**config.mk**
```make
export PLATFORM = sky130hd
export DESIGN_NAME = aes_display_pager
export DESIGN_NICKNAME = d
export VERILOG_FILES = /design/src/rtl/aes_disp_pkg.sv /design/src/rtl/aes_display_pager_btn_sync_edge.sv /design/src/rtl/aes_display_pager.sv
export SDC_FILE = /design/constraint.sdc
export NUM_CORES = 1
export LEC_CHECK = 0
export ABC_AREA = 1
export CAP_MARGIN = 20
export CORE_MARGIN = 4
export CORE_UTILIZATION = 58
export CTS_BUF_LIST = sky130_fd_sc_hd__clkbuf_4 sky130_fd_sc_hd__clkbuf_8
export DETAILED_ROUTE_END_ITERATION = 12
export GPL_ROUTABILITY_DRIVEN = 0
export GPL_TIMING_DRIVEN = 0
export MAX_ROUTING_LAYER = met4
export PLACE_DENSITY_LB_ADDON = 0.2
export SYNTH_ARGS = -nofsm -noshare
export SYNTH_HDL_FRONTEND = slang
export SYNTH_HIERARCHICAL = 1
export SYNTH_SLANG_ARGS = --single-unit
```
**constraint.sdc**
```tcl
create_clock -name clk -period 4.17 [get_ports clk]
set_input_delay 0.417 -clock clk [delete_from_list [all_inputs] [get_ports clk]]
set_output_delay 0.417 -clock clk [all_outputs]
set_load 0.05 [all_outputs]
```
**src/rtl/aes_disp_pkg.sv**
```systemverilog
// aes_disp_pkg: shared widths, pager state encoding and the block word selector.
package aes_disp_pkg;
    localparam int BLOCK_W   = 128;
    localparam int WORD_W    = 16;
    localparam int NUM_WORDS = 8;
    localparam int IDX_W     = 3;

    typedef enum logic [1:0] {EMPTY, MANUAL, AUTO} state_t;

    // Word 0 occupies the most significant 16 bits, so index 0 maps to bit offset 112.
    function automatic logic [WORD_W-1:0] word_at(input logic [BLOCK_W-1:0] blk,
                                                  input logic [IDX_W-1:0] idx);
        return blk[{~idx, 4'b0000} +: WORD_W];
    endfunction
endpackage

```
**src/rtl/aes_display_pager_btn_sync_edge.sv**
```systemverilog
// btn_sync_edge: multi-flop synchroniser for an asynchronous button plus rising-edge pulse.
module btn_sync_edge #(
    parameter int SYNC_STAGES = 2
) (
    input  logic clk,
    input  logic clr,
    input  logic i_btn,
    output logic o_rise
);
    logic [SYNC_STAGES-1:0] r_sync;
    logic                   r_last;

    always_ff @(posedge clk) begin
        if (clr) begin
            r_sync <= '0;
            r_last <= 1'b0;
        end else begin
            r_sync <= {r_sync[SYNC_STAGES-2:0], i_btn};
            r_last <= r_sync[SYNC_STAGES-1];
        end
    end

    assign o_rise = r_sync[SYNC_STAGES-1] & ~r_last;
endmodule

```
**src/rtl/aes_display_pager.sv**
```systemverilog
// aes_display_pager: holds a 128-bit AES block and pages it to a 7-segment driver one
// 16-bit word at a time, on buttons or a timer, pulsing refresh on every change.
module aes_display_pager
    import aes_disp_pkg::*;
#(
    parameter int AUTO_TICKS  = 100_000_000,
    parameter int SYNC_STAGES = 2
) (
    input  logic          clk,
    input  logic          clr,
    input  logic [0:127]  i_block,
    input  logic          i_block_valid,
    input  logic          i_next,
    input  logic          i_prev,
    input  logic          i_auto_mode,
    output logic [0:15]   o_data,
    output logic          o_refresh_display,
    output logic [2:0]    o_word_idx,
    output logic          o_have_block
);
    localparam int TW = $clog2(AUTO_TICKS);

    state_t             r_state;
    logic [BLOCK_W-1:0] r_block;
    logic [WORD_W-1:0]  r_data;
    logic [IDX_W-1:0]   r_idx;
    logic [TW-1:0]      r_timer;
    logic               r_refresh;
    logic               r_have;
    logic               w_rise_n, w_rise_p, w_tick, w_fwd, w_back;
    logic [IDX_W-1:0]   w_new_idx;

    btn_sync_edge #(.SYNC_STAGES(SYNC_STAGES)) u_next (.clk(clk), .clr(clr), .i_btn(i_next), .o_rise(w_rise_n));
    btn_sync_edge #(.SYNC_STAGES(SYNC_STAGES)) u_prev (.clk(clk), .clr(clr), .i_btn(i_prev), .o_rise(w_rise_p));

    // Simultaneous next/prev cancel each other and still suppress the timer move.
    assign w_tick    = (r_state == AUTO) && (r_timer == TW'(AUTO_TICKS - 1));
    assign w_fwd     = (w_rise_n & ~w_rise_p) | (~w_rise_n & ~w_rise_p & w_tick);
    assign w_back    = w_rise_p & ~w_rise_n;
    assign w_new_idx = w_back ? r_idx - 3'd1 : r_idx + 3'd1;

    always_ff @(posedge clk) begin
        if (clr) begin
            r_state   <= EMPTY;
            r_block   <= '0;
            r_data    <= '0;
            r_idx     <= '0;
            r_timer   <= '0;
            r_refresh <= 1'b0;
            r_have    <= 1'b0;
        end else if (i_block_valid) begin
            r_state   <= i_auto_mode ? AUTO : MANUAL;
            r_block   <= i_block;
            r_data    <= word_at(i_block, '0);
            r_idx     <= '0;
            r_timer   <= '0;
            r_refresh <= 1'b1;
            r_have    <= 1'b1;
        end else begin
            r_refresh <= 1'b0;
            if (r_state != EMPTY) begin
                r_state <= i_auto_mode ? AUTO : MANUAL;
                if (w_fwd | w_back) begin
                    r_idx     <= w_new_idx;
                    r_data    <= word_at(r_block, w_new_idx);
                    r_refresh <= 1'b1;
                end
            end
            r_timer <= (r_state != AUTO || w_rise_n || w_rise_p || w_tick) ? '0 : r_timer + TW'(1);
        end
    end

    assign o_data            = r_data;
    assign o_refresh_display = r_refresh;
    assign o_word_idx        = r_idx;
    assign o_have_block      = r_have;
endmodule

```
Yosys cells after proc, flatten, opt, wreduce, memory -nomap -nowiden. Index checks and enable logic that the tools add are counted.

Shifts and indexed selects: 1. Reductions and logical operators: 11. Bitwise gates (word level): 13. Equality and inequality tests: 3. Mux-type cells: 10. Add/sub/neg operators: 3.

Operators with widths (count): $shiftx A128 B8 Y16 (1); $mux W16 (3); $add A27 B1 Y27 const B (1); $eq A27 B27 Y1 const B (1); $and A1 B1 Y1 (6); $mux W2 (3); $reduce_bool A2 Y1 (3); $not A1 Y1 (4); $reduce_and A2 Y1 (2); $add A3 B1 Y3 const B (1); $logic_or A1 B1 Y1 (3); $mux W1 (3); $mux W3 (1); $not A3 Y3 (1); $reduce_or A3 Y1 (1); $sub A3 B1 Y3 const B (1); $eq A2 B2 Y1 const B (1); $ne A2 B2 Y1 const B (1); $or A1 B1 Y1 (2); $reduce_or A2 Y1 (1); $logic_and A1 B1 Y1 (1).

Output and inout port bits: 21. Input port bits: 134. Flip-flop bits (word level): 184. Logic and storage cells: 52.

Depth between registers and ports, before layout. Gate-level depths: netlist (run 1).

Word-level depth: 10. Gate-level depth with buffers: 19. Gate-level depth less buffers: 18.

Hierarchy. Netlist (run 1), hierarchy kept.

By module, submodules not included: aes_display_pager (cells each 1159, instances 1, seq. area each 3563.4 um2, area an instance 8092.8 um2); btn_sync_edge (cells each 10, instances 2, seq. area each 60.1 um2, area an instance 86.3 um2).

Worst setup path before layout (run 1). Ideal clock, no wire load.

Path kind: reg-to-reg. From: reg r_idx[1], in the netlist o_word_idx[1]. To: reg r_data[4], in the netlist o_data[11]. Cell stages (with the launch flop): 11. Clock period less this slack: 2.274 ns. Required time: 4.053 ns. Setup time: 0.117 ns. Path buffers: 1. Data arrival time: 2.157 ns. Slack: 1.896 ns. Path through: dfxtp_1 fa_1 inv_1 buf_1 nand3_1 nand2_1 a21oi_1 a21boi_1 nand3_1 nand2_1 nor2_1.

Cells in the longest elaborated chain, start to end: 7. Elaborated cells on any way between the ends: 8. Classes of those cells: add/sub (2); shift (1); mux (4); bitwise (1).

RTL lines: start, declared (line aes_display_pager.sv:26) `logic [IDX_W-1:0] r_idx;`; start signal, assigned (line aes_display_pager.sv:64) `r_idx <= w_new_idx;`; $add A3 B1 Y3 or $sub A3 B1 Y3 (tied branches) (line aes_display_pager.sv:40) `assign w_new_idx = w_back ? r_idx - 3'd1 : r_idx + 3'd1;`; $mux W3 (*) (line aes_display_pager.sv:40); net w_new_idx[1] (line aes_display_pager.sv:31) `logic [IDX_W-1:0] w_new_idx;`; $not A3 Y3 (*) (line aes_disp_pkg.sv:13) `return blk[{~idx, 4'b0000} +: WORD_W];`; $shiftx A128 B8 Y16 (*) (line aes_disp_pkg.sv:13); $mux W16 (*) (line aes_display_pager.sv:63) `if (w_fwd | w_back) begin`; $mux W16 (*) (line aes_display_pager.sv:61) `if (r_state != EMPTY) begin`; $mux W16 (*) (line aes_display_pager.sv:51) `end else if (i_block_valid) begin`; end signal, assigned (line aes_display_pager.sv:54) `r_data <= word_at(i_block, '0);`; end signal, assigned (line aes_display_pager.sv:65) `r_data <= word_at(r_block, w_new_idx);`; end, declared (line aes_display_pager.sv:25) `logic [WORD_W-1:0] r_data;`.

Mark *: on every way through the listed nets, which the timed path passes. The rest lies on a longest branch. The select of a mux whose other input is x is not followed. A chain may end at the register's enable or synchronous reset.

Worst setup path in the final report (run 1).
From: reg u_prev.r_sync[1]. To: reg r_data[4], in the netlist o_data[11].

Cells in the longest elaborated chain, start to end: 8. Elaborated cells on any way between the ends: 16. Classes of those cells: shift (1); mux (4); bitwise (9); reduce/logical (2).

RTL lines: start, declared (line aes_display_pager_btn_sync_edge.sv:10) `logic [SYNC_STAGES-1:0] r_sync;`; start signal, assigned (line aes_display_pager_btn_sync_edge.sv:18) `r_sync <= {r_sync[SYNC_STAGES-2:0], i_btn};`; $and A1 B1 Y1 (line aes_display_pager_btn_sync_edge.sv:23) `assign o_rise = r_sync[SYNC_STAGES-1] & ~r_last;`; net w_rise_p (line aes_display_pager.sv:30) `logic w_rise_n, w_rise_p, w_tick, w_fwd, w_back;`; $and A1 B1 Y1 (line aes_display_pager.sv:39) `assign w_back = w_rise_p & ~w_rise_n;`; $mux W3 (line aes_display_pager.sv:40); net w_new_idx[1] (line aes_display_pager.sv:31); $not A3 Y3 (line aes_disp_pkg.sv:13); $shiftx A128 B8 Y16 (line aes_disp_pkg.sv:13); $mux W16 (line aes_display_pager.sv:63); $mux W16 (line aes_display_pager.sv:61); $mux W16 (line aes_display_pager.sv:51).

The timed path passes the listed nets, and every way through them passes these cells. The select of a mux whose other input is x is not followed.

==> flow_metrics.env, run 1 <==
export IMPL_status="complete, no violations"
export IMPL_ff_latch_area_um2=3680
export IMPL_area_growth_synth_to_final_pct=26.7
export IMPL_postSynthNetCount=1315
export IMPL_io_pins=155
export IMPL_route_detailed_vias_per_inst=5.48
export IMPL_fin_crit_sh_pct=71.0
export IMPL_post_synth_num_cell_types=40
export IMPL_clock_root_buffer="clkbuf_8"
export IMPL_post_synth_most_frequent_cells="229 x nand2_1, 196 x nor2_1, 184 x dfxtp_1"
export IMPL_die_y_um=127
export IMPL_report_final_slew_viol_count=0
export IMPL_yosysTopAreaCell="dfxtp_1"
export IMPL_drt_first_pass_iters=7
export IMPL_rsz_0062_raised_after_global_routing="false"
export IMPL_grt_first_pass_wirelength_um=37700
export IMPL_total_die_area_um2=16200
export IMPL_irDropWorstVdd_v=0.000258
export IMPL_cap_violations=0
export IMPL_synthesized_netlist_cell_count=1179
export IMPL_sequential_to_total_area_share_from_yosys_stat_pct=44.6
export IMPL_synth_area_top_cells="dfxtp_1 45%, nand2_1 10%, nor2_1 8.9%"
export IMPL_cts_hold_buffers=0
export IMPL_number_of_failing_hold_endpoints_at_the_final_stage=0
export IMPL_crit_start_category="register"
export IMPL_synth_edff_count=0
export IMPL_grt_max_degree=17
export IMPL_clkTransAtPathRegs_ns=0.09
export IMPL_tightest_slew_ns=0.685
export IMPL_post_synth_instance_area_um2=8270
export IMPL_smallest_hold_slack_ns=0.400
export IMPL_detailedRoute_firstIterationViolations=864
export IMPL_fill_cells=1121
export IMPL_ys_warn_count=6
export IMPL_final_antenna_net_count=0
export IMPL_yosys_area_top_type_share_pct=44.6
export IMPL_post_route_cells_drive_above_1_share_pct=7.70
export IMPL_port_buffer_count=153
export IMPL_clockBufferDepth=2
export IMPL_htreeDepth=4
export IMPL_first_global_vias=7809
export IMPL_ys_ff_latch=184
export IMPL_detailroute_via_count=8451
export IMPL_multi_input_area_um2=3840
export IMPL_final_util_pct=75.2
export IMPL_slew_headroom_pct=54.4
export IMPL_postSynthAreaPerCell_um2=7.01
export IMPL_post_cts_resize_count=0
export IMPL_power_leakage_nw=4.34
export IMPL_critPathRequiredTime_ns=4.53
export IMPL_critical_path_max_fanout=10
export IMPL_synthMostInstantiatedCell="nand2_1"
export IMPL_finalClockSkew_ns=0.00801
export IMPL_start_util_pct=59.3
export IMPL_criticalPathCategory="register to register"
export IMPL_postCtsSetupBuffers=0
export IMPL_number_of_clock_buffers_inserted_by_tritoncts=17
export IMPL_min_delay_path_class="input pin to register"
export IMPL_power_density_nw_per_um2=372
export IMPL_cts_num_sinks=184
export IMPL_final_setup_tns_ns=0
export IMPL_worst_skew_pair_late_latency_ns=0.46
export IMPL_finalNetCount=1487
export IMPL_drt_wirelength_per_cell_um=15.6
export IMPL_detailed_place_hpwl_um=18100
export IMPL_timing_critical_path_to_type="register"
export IMPL_tritoncts_clock_tree="done"
export IMPL_cp_data_arrival_time_ns=3.33
export IMPL_setup_viol=0
export IMPL_max_frequency_mhz=338
export IMPL_die_width_um=127
export IMPL_final_period_minus_worst_setup_slack_ns=2.96
export IMPL_antenna_found_initial=0
export IMPL_synth_flop_cell="dfxtp_1"
export IMPL_post_route_drc_count=0
export IMPL_postRouteWirelength_um=24000
export IMPL_grt_total_usage_pct=29.9
export IMPL_core_um2=13900
export IMPL_asyncSetResetFlopFracSynth_pct=0
export IMPL_global_route_overflow_total=0
export IMPL_antennaDiodeCount=0
export IMPL_row_count=43
## final cells by class
| cell class | instances | area share [%] |
|---|---|---|
| clock buffer | 24 | 2.97 |
| buffer | 75 | 3.70 |
| timing repair buffer | 153 | 14.6 |
| multi-input combinational | 825 | 36.6 |
| tap | 180 | 2.15 |
| sequential | 184 | 35.2 |
| inverter | 95 | 3.42 |
| clock inverter | 7 | 1.34 |
## cells by family after synthesis
| group | after synthesis | synth area share [%] |
|---|---|---|
| simple gates | 533 | 27.3 |
| buf+inv | 170 | 9.02 |
| fa+ha+maj | 2 | 0.394 |
| compound gates | 283 | 17.9 |
| flops | 184 | 44.6 |
| xor+xnor | 7 | 0.742 |
## worst paths after layout
check        cells past startpoint             start  slack (ns)                to
max                             14  u_prev/r_sync[1]        1.21        o_data[11]
min                              3     i_block_valid        0.40      r_block[112]
max reg2reg                     14  u_prev/r_sync[1]        1.21        o_data[11]
min reg2reg                      2  u_next/r_sync[0]        0.41  u_next/r_sync[1]
## placed cells by master (no fill, tap or decap), drive strengths merged, types with 9 or more instances in the layout
cell type / synthesis / layout
nand2: 239 / 239
nor2: 202 / 202
dfxtp: 184 / 184
clkdlybuf4s50: 0 / 153
o21ai: 150 / 150
a21oi: 108 / 108
inv: 92 / 92
nand3: 73 / 73
clkbuf: 35 / 59
buf: 40 / 40
a21boi: 16 / 16
nor3: 9 / 9
## stage by stage
| stage | area [um2] | instances | setup slack [ns] | power (mW) |
|---|---|---|---|---|
| 2_1_floorplan | 8270 | 1179 | 1.90 | 2.29 |
| 3_3_place_gp | 10000 | 1512 | 1.36 | 2.55 |
| 3_5_place_dp | 10000 | 1512 | 1.33 | 2.56 |
| 4_1_cts | 10500 | 1543 | 1.28 | 3.88 |
| 6_report | 10500 | 1543 | 1.21 | 3.89 |
| 5_1_grt | 10500 | 1543 | 1.05 | 4.03 |
## flip-flops by register name, summed over array words and instances, names as in the netlist
register           flops
o_data                16
o_have_block           1
o_refresh_display      1
o_word_idx             3
r_block              128
r_state                2
r_timer               27
u_next/r_last          1
u_next/r_sync          2
u_prev/r_last          1
u_prev/r_sync          2
## report_power, final
part / switching, mW / internal [mW] / total, mW / leakage, nW
registers: 0.0445 / 1.86 / 1.90 / 1.52
clock network: 0.621 / 0.734 / 1.35 / 0.226
logic: 0.365 / 0.269 / 0.634 / 2.59
total: 1.03 / 2.86 / 3.89 / 4.34
## routing by layer
layer  part of all wire [%]  track usage (%)  vias to the layer above
met3                    8.3             4.43                       63
li1                       -                -                     4135
met2                     47             47.9                      401
met4                    3.0             11.0                        0
met5                      0                -                        -
met1                     42             38.6                     3852
## worst max-delay path, cell delays in order (launching register included)
cell and delay (ns):
dfxtp_1 0.32, inv_1 0.05, nor2_1 0.26, nand2_4 0.11, inv_1 0.09, fa_1 0.54, inv_1 0.23, buf_1 0.45
nand3_1 0.24, nand2_1 0.14, a21oi_1 0.09, a21boi_1 0.17, nand3_1 0.09, nand2_1 0.07, nor2_1 0.04
No activity file was read; power rests on OpenSTA's default activity.
==> run 2, diff against run 1 <==
--- a/config.mk
+++ b/config.mk
@@ -8,7 +8,7 @@
 export ABC_AREA = 1
 export CAP_MARGIN = 20
 export CORE_MARGIN = 4
-export CORE_UTILIZATION = 58
+export CORE_UTILIZATION = 49
 export CTS_BUF_LIST = sky130_fd_sc_hd__clkbuf_4 sky130_fd_sc_hd__clkbuf_8
 export DETAILED_ROUTE_END_ITERATION = 12
 export GPL_ROUTABILITY_DRIVEN = 0
==> constraint.sdc (replaced) <==
create_clock -name clk -period 2.6 [get_ports clk]
set_input_delay 0.26 -clock clk [delete_from_list [all_inputs] [get_ports clk]]
set_output_delay 0.26 -clock clk [all_outputs]
set_load 0.05 [all_outputs]
==> flow_metrics.env, run 2 (synthesis gave the netlist of run 1 again) <==
export IMPL_grt_first_pass_wirelength_um=36900
export IMPL_post_cts_resize_count=8
export IMPL_antenna_found_initial=0
export IMPL_grt_max_degree=17
export IMPL_drt_first_pass_iters=5
export IMPL_cp_data_arrival_time_ns=2.89
export IMPL_die_width_um=138
export IMPL_finalNetCount=1487
export IMPL_drt_wirelength_per_cell_um=15.1
export IMPL_start_util_pct=49.8
export IMPL_port_buffer_count=153
export IMPL_htreeDepth=4
export IMPL_clock_root_buffer="clkbuf_8"
export IMPL_postRouteWirelength_um=23900
export IMPL_io_pins=155
export IMPL_crit_start_category="register"
export IMPL_cts_hold_buffers=0
export IMPL_worst_skew_pair_late_latency_ns=0.47
export IMPL_area_growth_synth_to_final_pct=27.6
export IMPL_p_total_mw=6.08
export IMPL_route_detailed_vias_per_inst=5.18
export IMPL_number_of_failing_hold_endpoints_at_the_final_stage=0
export IMPL_criticalPathCategory="register to register"
export IMPL_route_met3_wl_um=1800
export IMPL_timing_critical_path_to_type="register"
export IMPL_number_of_clock_buffers_inserted_by_tritoncts=17
export IMPL_final_period_minus_worst_setup_slack_ns=2.49
export IMPL_tightest_slew_ns=0.610
export IMPL_fin_cells=1584
export IMPL_regMostFlops="r_block"
export IMPL_row_count=47
export IMPL_detailroute_via_count=8213
export IMPL_grt_total_usage_pct=25.8
export IMPL_setup_viol=0
export IMPL_power_density_nw_per_um2=576
export IMPL_cap_violations=0
export IMPL_finalClockSkew_ns=0.0133
export IMPL_total_die_area_um2=19000
export IMPL_placed_area_um2=10100
export IMPL_topRoutingLayerUsed="met4"
export IMPL_placed_cells_incl_taps=1552
export IMPL_wl_met1_um=10700
export IMPL_max_frequency_mhz=402
export IMPL_largest_register_ff_count=128
export IMPL_critical_path_max_fanout=10
export IMPL_min_delay_path_depth=3
export IMPL_cts_num_sinks=184
export IMPL_global_route_overflow_total=0
export IMPL_min_delay_path_class="input pin to register"
export IMPL_clockBufferDepth=2
export IMPL_mostFrequentLayoutCells="229 x nand2_1, 195 x nor2_1, 184 x dfxtp_1, 153 x clkdlybuf4s50_1, 141 x o21ai_0"
export IMPL_routed_wl_met2_um=11100
export IMPL_detailedRoute_firstIterationViolations=742
export IMPL_irDropWorstVdd_v=0.000319
export IMPL_detailed_place_hpwl_um=18200
export IMPL_layout_cell_area_non_filler_um2=10500
export IMPL_status="complete, no violations"
export IMPL_core_um2=16600
export IMPL_slew_headroom_pct=59.3
export IMPL_tritoncts_clock_tree="done"
export IMPL_clkTransAtPathRegs_ns=0.09
export IMPL_first_global_vias=7447
export IMPL_fin_crit_sh_pct=95.6
export IMPL_final_antenna_net_count=0
export IMPL_rsz_0062_raised_after_global_routing="true"
export IMPL_post_route_cells_drive_above_1_share_pct=9.09
export IMPL_antennaDiodeCount=0
export IMPL_ff2ff_path_depth=15
export IMPL_post_route_drc_count=0
export IMPL_postCtsSetupBuffers=0
export IMPL_power_leakage_nw=4.33
export IMPL_report_final_slew_viol_count=0
export IMPL_critPathRequiredTime_ns=3.01
export IMPL_layout_cells_most_common="nand2_1"
export IMPL_final_util_pct=63.6
export IMPL_die_y_um=138
export IMPL_smallest_hold_slack_ns=0.224
==> run 2: cell types whose count changed in the layout (fill, tap and decap cells not counted), sizes merged <==
cell / change
clkinvlp: +2
clkbuf: -4
clkinv: +4
bufinv: -1
==> run 2: path summary, 6_finish.rpt <==
path	end	slack, ns	startpoint
max	o_data[14]	0.11	u_next/r_sync[1]
min	r_block[113]	0.22	i_block_valid
max reg2reg	o_data[14]	0.11	u_next/r_sync[1]
min reg2reg	u_prev/r_sync[1]	0.42	u_prev/r_sync[0]
==> run 2: worst max-delay path: stages, from the launching register on <==
cell,delay (ns)
dfxtp_1,0.32
inv_1,0.05
nor2_1,0.11
inv_2,0.09
nand2_4,0.09
inv_1,0.07
fa_2,0.61
inv_2,0.09
buf_4,0.19
a21oi_1,0.12
o21ai_0,0.19
nand3_1,0.17
a21boi_1,0.08
nand3_1,0.08
nand2_1,0.05
nor2_1,0.10
==> run 2: routing by layer <==
metal	track usage (%)	up-vias
met3	5.19	28
met5	-	-
met1	34.8	3758
li1	-	4137
met4	6.59	0
met2	40.0	290
==> run 2: power breakdown <==
part	internal [mW]	leakage, nW	switching, mW
Clock	0.978	0.199	1.02
Combinational	0.439	2.61	0.579
Sequential	2.98	1.52	0.0718
Total	4.40	4.33	1.67
==> run 2: area by class of cell <==
cell class / instances / area, um2
plain buffers: 75 / 405
clock buffers: 20 / 256
clock inverters: 12 / 153
fillers: 1549 / 6040
inverters: 95 / 358
multi-input cells: 825 / 3880
flip-flops and latches: 184 / 3680
well taps: 220 / 275
repair buffers: 153 / 1530
==> run 2: stage by stage <==
| stage | TNS [ns] | setup slack [ns] |
|---|---|---|
| 2_1_floorplan | 0 | 0.326 |
| 4_1_cts | 0 | 0.0361 |
| 3_3_place_gp | -2.10 | -0.274 |
| 6_report | 0 | 0.114 |
| 5_1_grt | -0.0251 | -0.0147 |
| 3_5_place_dp | -2.52 | -0.316 |
==> run 3, diff against run 2 <==
==> constraint.sdc (replaced) <==
create_clock -name clk -period 2.6 [get_ports clk]
set_input_delay 0.39 -clock clk [delete_from_list [all_inputs] [get_ports clk]]
set_output_delay 0.39 -clock clk [all_outputs]
set_load 0.05 [all_outputs]
==> results of run 3 <==
The final DEF is identical to that of run 2. Status: complete, no violations.
Main changes from that run: hold slack 0.224 ns -> 0.354 ns
